### config.mk
export PLATFORM = sky130hd
export DESIGN_NAME = vga_timing_gen
export DESIGN_NICKNAME = d
export VERILOG_FILES = /design/src/rtl/vga_timing_pkg.sv /design/src/rtl/pixel_tick_gen.sv /design/src/rtl/vga_timing_gen.sv
export SDC_FILE = /design/constraint.sdc
export NUM_CORES = 1
export LEC_CHECK = 0
export ABC_AREA = 1
export CAP_MARGIN = 10
export CORE_MARGIN = 10
export CORE_UTILIZATION = 29
export DETAILED_ROUTE_END_ITERATION = 6
export PLACE_DENSITY_LB_ADDON = 0.05
export SLEW_MARGIN = 20
export SYNTH_ARGS = -nofsm -noshare
export SYNTH_HDL_FRONTEND = slang
export SYNTH_SLANG_ARGS = --single-unit
export TNS_END_PERCENT = 100
### constraint.sdc
create_clock -name Clock -period 1.4 [get_ports Clock]
set_clock_uncertainty 0.05 [all_clocks]
set_input_delay 0.14 -clock Clock [delete_from_list [all_inputs] [get_ports Clock]]
set_output_delay 0.14 -clock Clock [all_outputs]
set_load 0.005 [all_outputs]
### src/rtl/vga_timing_pkg.sv
// vga_timing_pkg: shared VGA timing sets (640x480@60 and a tiny test mode) and a sync-window helper
package vga_timing_pkg;
  localparam int VGA_H_ACTIVE = 640;
  localparam int VGA_H_FP = 16;
  localparam int VGA_H_SYNC = 96;
  localparam int VGA_H_BP = 48;
  localparam int VGA_V_ACTIVE = 480;
  localparam int VGA_V_FP = 10;
  localparam int VGA_V_SYNC = 2;
  localparam int VGA_V_BP = 33;
  localparam int TEST_H_ACTIVE = 4;
  localparam int TEST_H_FP = 1;
  localparam int TEST_H_SYNC = 2;
  localparam int TEST_H_BP = 1;
  localparam int TEST_V_ACTIVE = 3;
  localparam int TEST_V_FP = 1;
  localparam int TEST_V_SYNC = 1;
  localparam int TEST_V_BP = 1;
  function automatic logic in_window(int p, int lo, int len);
    return p >= lo && p < lo + len;
  endfunction
endpackage

### src/rtl/pixel_tick_gen.sv
// pixel_tick_gen: Clock divider, oTick pulses every CLK_DIV enabled Clocks (ports Clock, Reset, Enable, oTick)
module pixel_tick_gen #(
  parameter int CLK_DIV = 2
) (
  input  logic Clock,
  input  logic Reset,
  input  logic Enable,
  output logic oTick
);
  localparam int DW = CLK_DIV > 1 ? $clog2(CLK_DIV) : 1;
  localparam logic [DW-1:0] DMAX = DW'(CLK_DIV - 1);
  logic [DW-1:0] div;
  assign oTick = Enable && div == DMAX;
  always_ff @(posedge Clock)
    if (Reset) div <= '0;
    else if (Enable) div <= div == DMAX ? '0 : div + 1'b1;
endmodule

### src/rtl/vga_timing_gen.sv
// vga_timing_gen: VGA raster timing; stage 1 gives oX/oY/oActive/oLineStart/oFrameStart, stage 2 gives oHsync/oVsync/RGB one pixel later
module vga_timing_gen
  import vga_timing_pkg::*;
#(
  parameter int H_ACTIVE = VGA_H_ACTIVE,
  parameter int H_FP = VGA_H_FP,
  parameter int H_SYNC = VGA_H_SYNC,
  parameter int H_BP = VGA_H_BP,
  parameter int V_ACTIVE = VGA_V_ACTIVE,
  parameter int V_FP = VGA_V_FP,
  parameter int V_SYNC = VGA_V_SYNC,
  parameter int V_BP = VGA_V_BP,
  parameter bit HS_POL = 1'b0,
  parameter bit VS_POL = 1'b0,
  parameter int CLK_DIV = 2,
  parameter int CW = 11
) (
  input  logic          Clock,
  input  logic          Reset,
  input  logic          Enable,
  input  logic [2:0]    iColor,
  output logic [CW-1:0] oX,
  output logic [CW-1:0] oY,
  output logic          oActive,
  output logic          oLineStart,
  output logic          oFrameStart,
  output logic          oHsync,
  output logic          oVsync,
  output logic          oRed,
  output logic          oGreen,
  output logic          oBlue
);
  localparam int H_TOTAL = H_ACTIVE + H_FP + H_SYNC + H_BP;
  localparam int V_TOTAL = V_ACTIVE + V_FP + V_SYNC + V_BP;
  localparam logic [CW-1:0] HA = CW'(H_ACTIVE);
  localparam logic [CW-1:0] VA = CW'(V_ACTIVE);
  localparam logic [CW-1:0] HM = CW'(H_TOTAL - 1);
  localparam logic [CW-1:0] VM = CW'(V_TOTAL - 1);
  logic tick;
  logic [CW-1:0] h, v;
  pixel_tick_gen #(.CLK_DIV(CLK_DIV)) u_tick (
    .Clock(Clock),
    .Reset(Reset),
    .Enable(Enable),
    .oTick(tick)
  );
  always_ff @(posedge Clock)
    if (Reset) begin
      h <= '0;
      v <= '0;
      oX <= '0;
      oY <= '0;
      oActive <= 1'b0;
      oLineStart <= 1'b0;
      oFrameStart <= 1'b0;
      oHsync <= ~HS_POL;
      oVsync <= ~VS_POL;
      {oRed, oGreen, oBlue} <= 3'b000;
    end else if (tick) begin
      h <= h == HM ? '0 : h + 1'b1;
      v <= h != HM ? v : v == VM ? '0 : v + 1'b1;
      oX <= h;
      oY <= v;
      oActive <= h < HA && v < VA;
      oLineStart <= h == '0;
      oFrameStart <= h == '0 && v == '0;
      oHsync <= in_window(int'(oX), H_ACTIVE + H_FP, H_SYNC) ? HS_POL : ~HS_POL;
      oVsync <= in_window(int'(oY), V_ACTIVE + V_FP, V_SYNC) ? VS_POL : ~VS_POL;
      {oRed, oGreen, oBlue} <= oActive ? iColor : 3'b000;
    end
endmodule

After elaboration in Yosys (flattened, before gate mapping)
Cells that the tools add are included.
{"block": "word_totals", "output_inout_bits": 30, "register_bits": 53}
{"block": "classes", "reduce_logical": 8, "n_eq_ne": 3, "addsub": 3, "mux": 6, "order_cmp": 6, "bitwise_logic": 1}
{"op": "$add A11 B1 Y11 const B", "n": 2}
{"op": "$eq A11 B10 Y1 const B", "n": 2}
{"op": "$logic_not A11 Y1", "n": 2}
{"op": "$lt A11 B10 Y1 const B", "n": 2}
{"op": "$lt A11 B9 Y1 const B", "n": 2}
{"op": "$mux W11", "n": 2}
{"op": "$ge A11 B10 Y1 const B", "n": 1}
{"op": "$ge A11 B9 Y1 const B", "n": 1}
{"op": "$ne A11 B10 Y1 const B", "n": 1}
{"op": "$logic_and A1 B1 Y1", "n": 5}
{"op": "$mux W1", "n": 3}
{"op": "$mux W3", "n": 1}
{"op": "$reduce_and A2 Y1", "n": 1}
{"op": "$add A1 B1 Y1 const B", "n": 1}
{"op": "$not A1 Y1", "n": 1}

Logic depth before layout (Yosys ltp)
Gate-level depths: netlist (run 1).
{"block": "logic_depth", "depth_word": 3, "ltp_mapped": 9, "mapped_depth_nobuf": 9}

By module
Synthesis (run 1) repeated with hierarchy kept, for this count alone.
{"block": "unflattened", "hier_cells": 336, "area_unflattened_um2": 2392.3}
{"mod": "vga_timing_gen", "seq_area_each_um2": 1041.0, "area_per_inst_um2": 2347.3, "instances": 1, "cells_per_inst": 329}
{"mod": "pixel_tick_gen", "seq_area_each_um2": 20.0, "area_per_inst_um2": 45.0, "instances": 1, "cells_per_inst": 7}

Worst setup path before layout (run 1)
No wires, ideal clock.
{"block": "synth_timing", "kind": "flip-flop to flip-flop", "from": "register h[0]", "to": "register v[2]", "slack_ps": 56, "path_stages_with_launch": 9, "required_time_ps": 1238, "period_less_slack_ps": 1344, "arrival_ps": 1182, "cell_sequence": "dfxtp_1 -> ha_1 -> nand2_1 -> nor2_4 -> nand2_2 -> nor2_8 -> nand2_2 -> o21ai_2 -> nor2_2"}
{"block": "synth_between", "elab_chain_cells": 3}
{"element": "start, declared", "line": "vga_timing_gen.sv:40", "source": "logic [CW-1:0] h, v;"}
{"element": "start signal, assigned", "line": "vga_timing_gen.sv:60", "source": "h <= h == HM ? '0 : h + 1'b1;"}
{"element": "$ne A11 B10 Y1", "line": "vga_timing_gen.sv:61", "source": "v <= h != HM ? v : v == VM ? '0 : v + 1'b1;"}
{"element": "$not A1 Y1 (no line)"}
{"element": "$reduce_and A2 Y1 (no line)"}
{"element": "end signal, assigned", "line": "vga_timing_gen.sv:61"}
{"element": "end, declared", "line": "vga_timing_gen.sv:40"}
Every way passes these cells.
A chain may end at the register's enable or synchronous reset.

Final worst setup path (run 1)
{"block": "layout_timing", "from": "register h[1]", "to": "register v[4]"}
The elaborated chain is that of the path after synthesis.

==> parameters.txt, run 1 <==
Parameter                              Value

Worst setup path
  Arrival time worst endpoint ... 1.60 ns
  Maximum fanout along the worst path ... 5
  Top cell by count, worst path ... nor2_4
  R2R depth ... 7
  Cell chain of the critical path ... ha_4, nand2_4, nor2_4, nand3_4, nor2_4, nand2_1, a21oi_1
  Total stage count of the critical path ... 7
  Worst setup path class ... flip-flop to flip-flop
  Startpoint of the worst setup timing path ... h[1]
  Sort of element at the end of the critical path ... flip-flop
  Worst-path cell with the longest stage delay ... dfxtp_2
  Maximum cell stage delay along the critical path ... 0.37 ns
  Reg-to-reg critical path startpoint ... h[1]
  Reg2reg setup slack ... 0.003 ns
  Endpoint of the most critical setup path ... v[4]
  Required @ worst endpoint ... 1.60 ns
  End of the worst register-to-register path ... v[4]
  Worst Path Buf+Inv ... 0
  CP Launch Type ... flip-flop
  Family with the most delay on the worst path ... simple AND/OR/NAND/NOR gates

Final layout
  Area overhead of the layout relative to synthesis ... 46.4%
  Nets ... 427
  Antenna Cells ... 0
  Fill count ... 893
  Fraction of final layout cells sized beyond drive strength 1 ... 0.316

Power and ir drop
  Internal power ... between 1.5 and 2 mW
  Switching power as a share of total power ... 0.251
  Total Power Consumption ... 2.65 mW
  Sw power ... 0.665 mW
  Relative contribution of the clock network to total power ... 0.339
  Power density normalized to cell area ... 729 nW/um^2
  Sequential group share of total power ... 0.580
  Share of total power in combinational logic ... 0.081
  Static leakage ... 1.64 nW
  Worst IR drop on VDD ... 0.368 mV

Synth
  Synthesis warning total ... 0
  Leading area contributor after synthesis ... dfxtp_1
  Synth top area cells ... dfxtp_1, nand2_1, inv_1
  Post-synthesis async set-or-reset flop share ... 0
  Area share of the largest cell type after synthesis ... 0.428
  Most instantiated flip-flop cell in the synthesis netlist ... dfxtp_1
  Most numerous cell in the Yosys netlist ... nand2_1
  Post-Syn Nets ... 340
  FF+latch count, synth ... 53
  Register area share after synthesis ... 0.428
  Top cell types by occurrence after synthesis ... nand2_1, dfxtp_1, inv_1
  Cells after synthesis ... 330
  Mean Syn Cell Area ... 7.52 sq um
  Count of unique library cells instantiated by Yosys ... 35
  Mapped cell area ... 2480 sq um
  Number of flops mapped to enable cells by yosys ... 0

Placement
  Final HPWL DP ... 5780 microns
  Pre-CTS WS ... -0.312 ns
  Count of buffers from port buffering ... 35
  Routability Congestion ... just under 0.9

Clock network
  Hold bufs inserted after CTS ... 0
  Number of buffers inserted during clock tree synthesis ... 5
  TritonCTS sink count ... 53
  CTS Buffer Depth ... 2
  CTS tree ... done
  Root buffer cell ... clkbuf_8
  Clk Latency, worst-skew pair ... 0.31 ns
  Clock H-tree levels ... 2
  Clock-pin slew on the worst setup and hold paths ... ~0.10 ns

GRT
  Global-route congestion overflow total ... 0
  Antenna violations before repair ... 0
  Wire length of the first global-routing pass ... 12,200 microns
  Number of global-route vias before repair ... 2,315
  Total track usage ... 0.116
  Largest net degree at the start of global routing ... 17

Floorplanning
  Total die area ... ~13,000 sq um
  Standard-cell row count ... 33
  Initial Util ... 0.300
  Chip Height ... 112 microns
  Die outline width ... between 100 and 150 microns
  Number of primary I/O pins ... 36
  Area of the core region ... around 8300 sq um

Drt
  Total Routed Length ... between 7000 and 8000 microns
  WL per Instance ... 14.2 microns
  DRC violations left ... 0
  Number of DRC violations after detailed-routing iteration 0 ... 80
  Residual antenna-violating net count after detailed routing ... 0
  Number of detailed-routing iterations run before antenna repair ... 4
  Routed via count divided by cell count ... 4.57
  Via count ... 2,392

STA
  Total count of hold-check failures in the final report ... 0
  RSZ-0062 raised after global routing ... yes
  Portion of the clock cycle consumed by the worst path in the final layout ... 0.998
  Setup TNS Final ... 0 ns
  Max-slew violation count ... 0
  Timing-limited maximum frequency ... 0.716 GHz
  Relative slew slack ... 0.806
  Worst hold margin ... 0.145 ns
  Final Worst Setup Slack ... 0.00290 ns
  Transition at the pin with the smallest max-transition slack ... 0.290 ns
  Post-layout min period ... around 1.4 ns
  Finish-stage setup viols ... 0

Status
  Run status ... completed

Job
  MaxCap Viol Count ... 0

Worst hold path
  Worst min-delay path category ... input port to flip-flop
sequential cells by signal, summed over array words and instances, names as in the netlist:
| name | cells |
|---|---|
| oY | 11 |
| u_tick.div | 1 |
| oVsync | 1 |
| v | 11 |
| oX | 11 |
| oRed | 1 |
| oActive | 1 |
| oLineStart | 1 |
| oFrameStart | 1 |
| oBlue | 1 |
| oHsync | 1 |
| h | 11 |
| oGreen | 1 |
kinds of logic after synthesis:
logic type | after synthesis | share of synthesized area
simple gates | 171 | 0.347
buf+inv | 54 | 0.0923
flops | 53 | 0.428
compound gates | 46 | 0.105
fa+ha+maj | 4 | 0.0202
xor+xnor | 2 | 0.00706
routing by layer:
metal,vias up,wire length [microns],global-route usage
li1,1248,-,-
met1,1086,3870,0.163
met2,50,3220,0.172
met3,8,272,0.0304
met4,0,72,0.0305
met5,-,0,0
cell type report:
class,count,area (sq um),area share
Inverter,48,183,0.0503
Clock inverter,2,15.0,0.00413
Sequential cell,53,1090,0.301
Clock buffer,6,72.6,0.0200
Multi-Input combinational cell,223,1340,0.370
Timing Repair Buffer,86,796,0.219
Tap cell,105,131,0.0362
tightest hold or removal path, stage by stage:
cell and delay (ns):
dlymetal6s2s_1 0.19, nor2_1 0.11, nor2_1 0.05
layout by cell type (no fill, tap or decap), types with 9 or more instances in the layout:
cell type / synthesis / routed
nand2_1: 71 / 66
buf_4: 2 / 47
inv_1: 43 / 40
dfxtp_1: 53 / 30
nor2_1: 36 / 29
dfxtp_2: 0 / 22
clkdlybuf4s50_1: 0 / 20
o21ai_0: 19 / 18
nand3_1: 19 / 16
dlymetal6s2s_1: 0 / 13
a21oi_1: 13 / 11
nand2_2: 6 / 9
nor3_1: 13 / 9
power by group through the flow:
| stage | Sequential [mW] | Clock (mW) | Combinational [mW] |
|---|---|---|---|
| after floorplan | 1.57 | 0 | 0.0881 |
| after global placement | 1.57 | 0 | 0.199 |
| after detailed placement | 1.57 | 0 | 0.199 |
| after CTS | 1.53 | 0.941 | 0.199 |
| after global routing | 1.54 | 0.990 | 0.238 |
| final | 1.54 | 0.897 | 0.215 |
repair_timing:
item,4_1_cts,5_1_grt
endpoints found under the hold margin,0,0
endpoints found under the setup margin,29,50
buffers inserted,0,4
pin swaps,3,12
resized for setup,22,57
worst min-delay path by stage:
stage                 from          end  slack (ns)  cells after the start
2_1_floorplan       Enable   u_tick.div        0.22                      2
3_3_place_gp   oFrameStart  oFrameStart        0.39                      2
3_5_place_dp   oFrameStart  oFrameStart        0.40                      2
4_1_cts        oFrameStart  oFrameStart        0.41                      2
5_1_grt             Enable   u_tick.div        0.17                      3
6_report            Enable   u_tick.div        0.15                      3
through the flow:
step,util,instance area (sq um),instances
after detailed placement,0.397,3280,511
after global routing,0.440,3630,523
after CTS,0.413,3410,519
final,0.440,3630,523
after global placement,0.397,3280,511
after floorplan,-,2480,330
Note: power is estimated with default switching activity, not from simulation.
==> run 2: changes to the inputs <==
--- a/config.mk
+++ b/config.mk
@@ -6,11 +6,13 @@
 export NUM_CORES = 1
 export LEC_CHECK = 0
 export ABC_AREA = 1
+export ABC_CLOCK_PERIOD_IN_PS = 1400
 export CAP_MARGIN = 10
 export CORE_MARGIN = 10
 export CORE_UTILIZATION = 29
 export DETAILED_ROUTE_END_ITERATION = 6
 export PLACE_DENSITY_LB_ADDON = 0.05
+export RECOVER_POWER = 25
 export SLEW_MARGIN = 20
 export SYNTH_ARGS = -nofsm -noshare
 export SYNTH_HDL_FRONTEND = slang
==> parameters.txt, run 2 (synthesis gave the netlist of run 1 again) <==
Parameter                              Value

STA
  Total count of hold-check failures in the final report ... 0 (unchanged)
  Finish-stage setup viols ... 0 (unchanged)
  Timing-limited maximum frequency ... 0.716 GHz (unchanged)
  Setup TNS Final ... 0 ns (unchanged)
  RSZ-0062 raised after global routing ... yes
  Portion of the clock cycle consumed by the worst path in the final layout ... 0.998 (unchanged)
  Worst hold margin ... 0.145 ns (unchanged)
  Transition at the pin with the smallest max-transition slack ... 0.290 ns (unchanged)
  Max-slew violation count ... 0 (unchanged)
  Relative slew slack ... 0.806 (unchanged)
  Post-layout min period ... 1.40 ns (unchanged)
  Final Worst Setup Slack ... 0.00290 ns (unchanged)

GRT
  Number of global-route vias before repair ... 2,315 (unchanged)
  Antenna violations before repair ... 0 (unchanged)
  Largest net degree at the start of global routing ... 17 (unchanged)
  Wire length of the first global-routing pass ... 12,200 microns (unchanged)
  Global-route congestion overflow total ... 0 (unchanged)
  Total track usage ... 0.116 (unchanged)

Worst setup path
  Sort of element at the end of the critical path ... flip-flop
  Worst-path cell with the longest stage delay ... dfxtp_2
  Cell chain of the critical path ... ha_4, nand2_4, nor2_4, nand3_4, nor2_4, nand2_1, a21oi_1
  Worst setup path class ... flip-flop to flip-flop
  Top cell by count, worst path ... nor2_4
  Maximum fanout along the worst path ... 5 (unchanged)
  Required @ worst endpoint ... 1.60 ns (about the same)
  CP Launch Type ... flip-flop
  Maximum cell stage delay along the critical path ... 0.37 ns (about the same)
  Arrival time worst endpoint ... 1.60 ns (about the same)

Final layout
  Total area of multi-input combinational cells ... 1340 sq um (unchanged)
  Register Area ... 1090 sq um (-0.11%)
  Final core occ ... 0.440 (about the same)
  Most common library cell in the layout ignoring fill and taps ... nand2_1
  Nets ... 427 (unchanged)
  Fill count ... 891 (-0.22%)
  Antenna Cells ... 0 (unchanged)
  Commonest non-fill, non-tap cells in the layout ... nand2_1, buf_4, inv_1
  Post-route design area ... 3630 sq um (about the same)
  Area overhead of the layout relative to synthesis ... 46.4% (about the same)
  Fraction of final layout cells sized beyond drive strength 1 ... 0.313 (-0.00239)
  Final standard cell count with taps included and fillers excluded ... 523 (unchanged)

Floorplanning
  Area of the core region ... 8260 sq um (unchanged)
  Die outline width ... 112 microns (unchanged)
  Total die area ... 12,700 sq um (unchanged)
  Number of primary I/O pins ... 36 (unchanged)
  Standard-cell row count ... 33 (unchanged)
  Initial Util ... 0.300 (unchanged)
  Chip Height ... 112 microns (unchanged)

Worst hold path
  Worst min-delay path category ... input port to flip-flop

Drt
  Via count ... 2,392 (unchanged)
  Detailed-routed wire length on met2 ... 3220 microns (unchanged)
  Number of detailed-routing iterations run before antenna repair ... 4 (unchanged)
  Total Routed Length ... 7430 microns (unchanged)
  Number of DRC violations after detailed-routing iteration 0 ... 80 (unchanged)
  Detailed-route wire length on metal 1 ... 3870 microns (unchanged)
  Residual antenna-violating net count after detailed routing ... 0 (unchanged)
  DRC violations left ... 0 (unchanged)
  Total length of routed met3 wires ... 272 microns (unchanged)
  Highest metal used ... met4
  Routed via count divided by cell count ... 4.57 (unchanged)
  WL per Instance ... 14.2 microns (unchanged)

Power and ir drop
  Total Power Consumption ... 2.65 mW (about the same)
  Power density normalized to cell area ... 729 nW/um^2 (about the same)
  Worst IR drop on VDD ... 0.368 mV (unchanged)
  Static leakage ... 1.64 nW (about the same)

Placement
  Count of buffers from port buffering ... 35 (unchanged)
  Pre-CTS WS ... -0.312 ns (unchanged)
  Final HPWL DP ... 5780 microns (unchanged)
  Placed Instance Area ... 3280 sq um (unchanged)
  Routability Congestion ... 0.872 (unchanged)
  Placed Cells incl. Taps ... 511 (unchanged)

Status
  Run status ... completed

Clock network
  Clock-pin slew on the worst setup and hold paths ... 0.10 ns (about the same)
  Root buffer cell ... clkbuf_8
  Hold bufs inserted after CTS ... 0 (unchanged)
  CTS Buffer Depth ... 2 (unchanged)
  Number of buffers inserted during clock tree synthesis ... 5 (unchanged)
  Clock H-tree levels ... 2 (unchanged)
  TritonCTS sink count ... 53 (unchanged)
  CTS tree ... done
  Clk Latency, worst-skew pair ... 0.31 ns (about the same)

Job
  MaxCap Viol Count ... 0 (unchanged)
[run 2: path summary, 6_finish.rpt]
kind	from	to	slack, ns	depth (start not counted)
hold / removal	Enable	u_tick.div	0.15	3
hold reg to reg	oFrameStart	oFrameStart	0.40	2
setup reg to reg	h[1]	v[4]	0.003	7
setup / recovery	h[1]	v[4]	0.003	7
[run 2: routing by layer]
layer / up-vias / global-route usage
met3: 8 / 0.0304
met2: 50 / 0.172
li1: 1248 / -
met1: 1086 / 0.163
met5: - / 0
met4: 0 / 0.0305
[run 2: critical path: cells and delay by family, from the launching register on]
| family | cells | cell delay (ns) |
|---|---|---|
| DFF | 1 | 0.37 |
| AOI/OAI and AO/OA | 1 | 0.12 |
| and+or+nand+nor | 5 | 0.62 |
| adders and majority gates | 1 | 0.17 |
[run 2: layout make-up]
class | instances | share of cell area
Clock buffer | 6 | 0.0200
Clock inverter | 2 | 0.00413
Inverter | 48 | 0.0503
Multi-Input combinational cell | 223 | 0.370
Sequential cell | 53 | 0.300
Tap cell | 105 | 0.0362
Timing Repair Buffer | 86 | 0.219
[run 2: what timing repair did]
action                     CTS  global route
gates resized for setup     22            57
pin swaps                    3            12
setup buffers                0             4
hold endpoints to repair     0             0
setup endpoints to repair   29            50
[run 2: power breakdown]
part           leakage [nW]  total (mW)  internal [mW]  switching [mW]
sequential            0.438        1.54           1.52          0.0135
combinational          1.17       0.215          0.105           0.109
clock                0.0374       0.897          0.354           0.542
==> run 3: changes to the inputs <==
--- a/config.mk
+++ b/config.mk
@@ -11,10 +11,11 @@
 export CORE_MARGIN = 10
 export CORE_UTILIZATION = 29
 export DETAILED_ROUTE_END_ITERATION = 6
-export PLACE_DENSITY_LB_ADDON = 0.05
+export PLACE_DENSITY_LB_ADDON = 0.08
 export RECOVER_POWER = 25
 export SLEW_MARGIN = 20
 export SYNTH_ARGS = -nofsm -noshare
 export SYNTH_HDL_FRONTEND = slang
+export SYNTH_HIERARCHICAL = 1
 export SYNTH_SLANG_ARGS = --single-unit
 export TNS_END_PERCENT = 100
==> parameters.txt, run 3 <==
Parameter                              Value

Synth
  Number of flops mapped to enable cells by yosys ... 0 (unchanged)
  FF+latch count, synth ... 53 (unchanged)
  Cells after synthesis ... 336 (+1.8%)
  Post-synthesis async set-or-reset flop share ... 0 (unchanged)
  Post-Syn Nets ... 346 (+1.8%)
  Leading area contributor after synthesis ... dfxtp_1
  Synthesis warning total ... 6 (+6)
  Area share of the largest cell type after synthesis ... 0.444 (+0.0159)
  Most numerous cell in the Yosys netlist ... nand2_1
  Mapped cell area ... 2390 sq um (-3.6%)
  Count of unique library cells instantiated by Yosys ... 24 (-31%)
  Register area share after synthesis ... 0.444 (+0.0159)
  Mean Syn Cell Area ... 7.12 sq um (-5.3%)
  Synth top area cells ... dfxtp_1, nand2_1, nor2_1
  Top cell types by occurrence after synthesis ... nand2_1, nor2_1, dfxtp_1
  Most instantiated flip-flop cell in the synthesis netlist ... dfxtp_1

Worst setup path
  Sort of element at the end of the critical path ... flip-flop
  Reg-to-reg critical path startpoint ... h[0]
  Required @ worst endpoint ... 1.56 ns (-0.04 ns)
  R2R depth ... 7 (unchanged)
  CP Launch Type ... flip-flop
  Reg2reg setup slack ... -0.01 ns (-0.02 ns)
  End of the worst register-to-register path ... h[7]
  Worst setup path class ... flip-flop to flip-flop
  Worst-path cell with the longest stage delay ... dfxtp_2
  Cell chain of the critical path ... ha_4, nand2_4, nor2_4, nand3_4, nand2_8, inv_4, and3_1
  Maximum fanout along the worst path ... 8 (+3)
  Maximum cell stage delay along the critical path ... 0.38 ns (about the same)
  Arrival time worst endpoint ... 1.58 ns (-0.02 ns)

GRT
  Antenna violations before repair ... 0 (unchanged)
  Global-route congestion overflow total ... 0 (unchanged)
  Total track usage ... 0.116 (-0.000736)
  Wire length of the first global-routing pass ... 11,900 microns (-1.8%)
  Number of global-route vias before repair ... 2,351 (+1.6%)
  Largest net degree at the start of global routing ... 21 (+4)

STA
  Total count of hold-check failures in the final report ... 0 (unchanged)
  Transition at the pin with the smallest max-transition slack ... 0.430 ns (+0.140 ns)
  Setup TNS Final ... -0.0181 ns (-0.0181 ns)
  Portion of the clock cycle consumed by the worst path in the final layout ... 1.01 (+0.0124)
  RSZ-0062 raised after global routing ... yes
  Post-layout min period ... 1.41 ns (+0.0174 ns)
  Finish-stage setup viols ... 3 (+3)
  Max-slew violation count ... 0 (unchanged)
  Relative slew slack ... 0.711 (-0.0947)
  Worst hold margin ... 0.342 ns (+0.196 ns)
  Timing-limited maximum frequency ... 0.707 GHz (-1.2%)
  Final Worst Setup Slack ... -0.0145 ns (-0.0174 ns)

Drt
  Number of DRC violations after detailed-routing iteration 0 ... 76 (-5.0%)
  WL per Instance ... 14.2 microns (-0.15%)
  Via count ... 2,405 (+0.54%)
  Routed via count divided by cell count ... 4.55 (-0.60%)
  Residual antenna-violating net count after detailed routing ... 0 (unchanged)
  Number of detailed-routing iterations run before antenna repair ... 4 (unchanged)
  Total Routed Length ... 7510 microns (+1.0%)
  DRC violations left ... 0 (unchanged)

Power and ir drop
  Worst IR drop on VDD ... 0.363 mV (-1.5%)
  Static leakage ... 1.56 nW (-4.8%)
  Power density normalized to cell area ... 783 nW/um^2 (+7.5%)
  Total Power Consumption ... 2.83 mW (+7.1%)

Floorplanning
  Initial Util ... 0.294 (-0.00635)
  Standard-cell row count ... 33 (unchanged)
  Total die area ... 12,300 sq um (-2.9%)
  Chip Height ... 111 microns (-1.5%)
  Number of primary I/O pins ... 36 (unchanged)
  Area of the core region ... 8130 sq um (-1.5%)
  Die outline width ... 111 microns (-1.5%)

Clock network
  CTS Buffer Depth ... 2 (unchanged)
  CTS tree ... done
  Clock H-tree levels ... 2 (unchanged)
  Clk Latency, worst-skew pair ... 0.31 ns (about the same)
  Number of buffers inserted during clock tree synthesis ... 5 (unchanged)
  TritonCTS sink count ... 53 (unchanged)
  Clock-pin slew on the worst setup and hold paths ... 0.11 ns (about the same)
  Root buffer cell ... clkbuf_8

Final layout
  Antenna Cells ... 0 (unchanged)
  Register Area ... 1100 sq um (+0.69%)
  Nets ... 433 (+1.4%)
  Most common library cell in the layout ignoring fill and taps ... buf_4
  Fill count ... 811 (-9.0%)
  Fraction of final layout cells sized beyond drive strength 1 ... 0.366 (+0.0522)
  Commonest non-fill, non-tap cells in the layout ... buf_4, nand2_1, nor2_1
  Total area of multi-input combinational cells ... 1340 sq um (-0.37%)
  Area overhead of the layout relative to synthesis ... 51.3%
  Post-route design area ... 3620 sq um (-0.38%)

Placement
  Final HPWL DP ... 5630 microns (-2.5%)
  Routability Congestion ... 0.896 (+2.8%)
  Count of buffers from port buffering ... 35 (unchanged)
  Placed Instance Area ... 3160 sq um (-3.6%)
  Pre-CTS WS ... -0.386 ns (-0.0737 ns)

Worst hold path
  Worst min-delay path category ... input port to flip-flop
  Worst min-delay path endpoint ... oRed
  Beginning of the worst hold path ... iColor[2]
  Worst Hold Depth ... 3 (unchanged)

Job
  MaxCap Viol Count ... 0 (unchanged)

Status
  Run status ... finished with violations
  Failing checks ... setup timing
## run 3: cell types whose count changed after synthesis, sizes merged, moves of 2 or more
cell / change
inv: -11
nand2: -18
a32o: -3
nor3: -3
a21oi: +20
o21ai: +11
o22ai: -6
nor2: +18
nand4: -2
clkbuf: +6
and3: +2
nand3: -4
## run 3: stage by stage
step / cells / util
6_report: 529 / 0.445
2_1_floorplan: 336 / -
3_5_place_dp: 510 / 0.389
5_1_grt: 529 / 0.445
3_3_place_gp: 510 / 0.389
4_1_cts: 522 / 0.414
## run 3: routing by layer
metal,track usage,part of all wire
met1,0.135,0.46
met3,0.0303,0.035
met4,0.0260,0.0059
met5,0,0
met2,0.205,0.50
## run 3: worst max path at each step
stage,cells past startpoint,start,to,slack [ns]
finish,7,h[0],h[7],-0.01
global route,9,v[0],v[1],-0.10
CTS,7,h[0],h[7],-0.05
detailed placement,9,Enable,h[7],-0.39
global placement,10,Enable,v[3],-0.36
floorplan,9,u_tick/div,h[7],0.05
## run 3: what timing repair did
item	CTS	global route
pin swaps	13	18
gates resized for setup	41	74
setup buffers	4	7
setup endpoints to repair	33	44
endpoints found under the hold margin	0	0
hold buffers	0	0
## run 3: critical path, delay by kind of cell (launching register included)
kind	cells	cell delay, ns
adder cells (fa/ha/maj)	1	0.16
AND/OR/NAND/NOR	5	0.68
flip-flops	1	0.38
buffers and inverters	1	0.05
## run 3: layout make-up
type | count | share of cell area
Clock buffer | 5 | 0.0190
Clock inverter | 3 | 0.00692
Inverter | 36 | 0.0401
Multi-Input combinational cell | 235 | 0.370
Sequential cell | 53 | 0.304
Tap cell | 105 | 0.0363
Timing Repair Buffer | 92 | 0.224
## run 3: where the power goes
group,switching (mW),internal [mW],leakage [nW]
clock network,0.562,0.363,0.0447
logic,0.154,0.162,1.08
registers,0.0324,1.56,0.442
## run 3: cells by family after synthesis
| group | Yosys count | synth area share |
|---|---|---|
| XOR/XNOR | 3 | 0.0110 |
| AND/OR/NAND/NOR | 161 | 0.304 |
| AO/OA/AOI/OAI | 67 | 0.141 |
| buffers and inverters | 48 | 0.0795 |
| adder cells (fa/ha/maj) | 4 | 0.0209 |
| flip-flops | 53 | 0.444 |
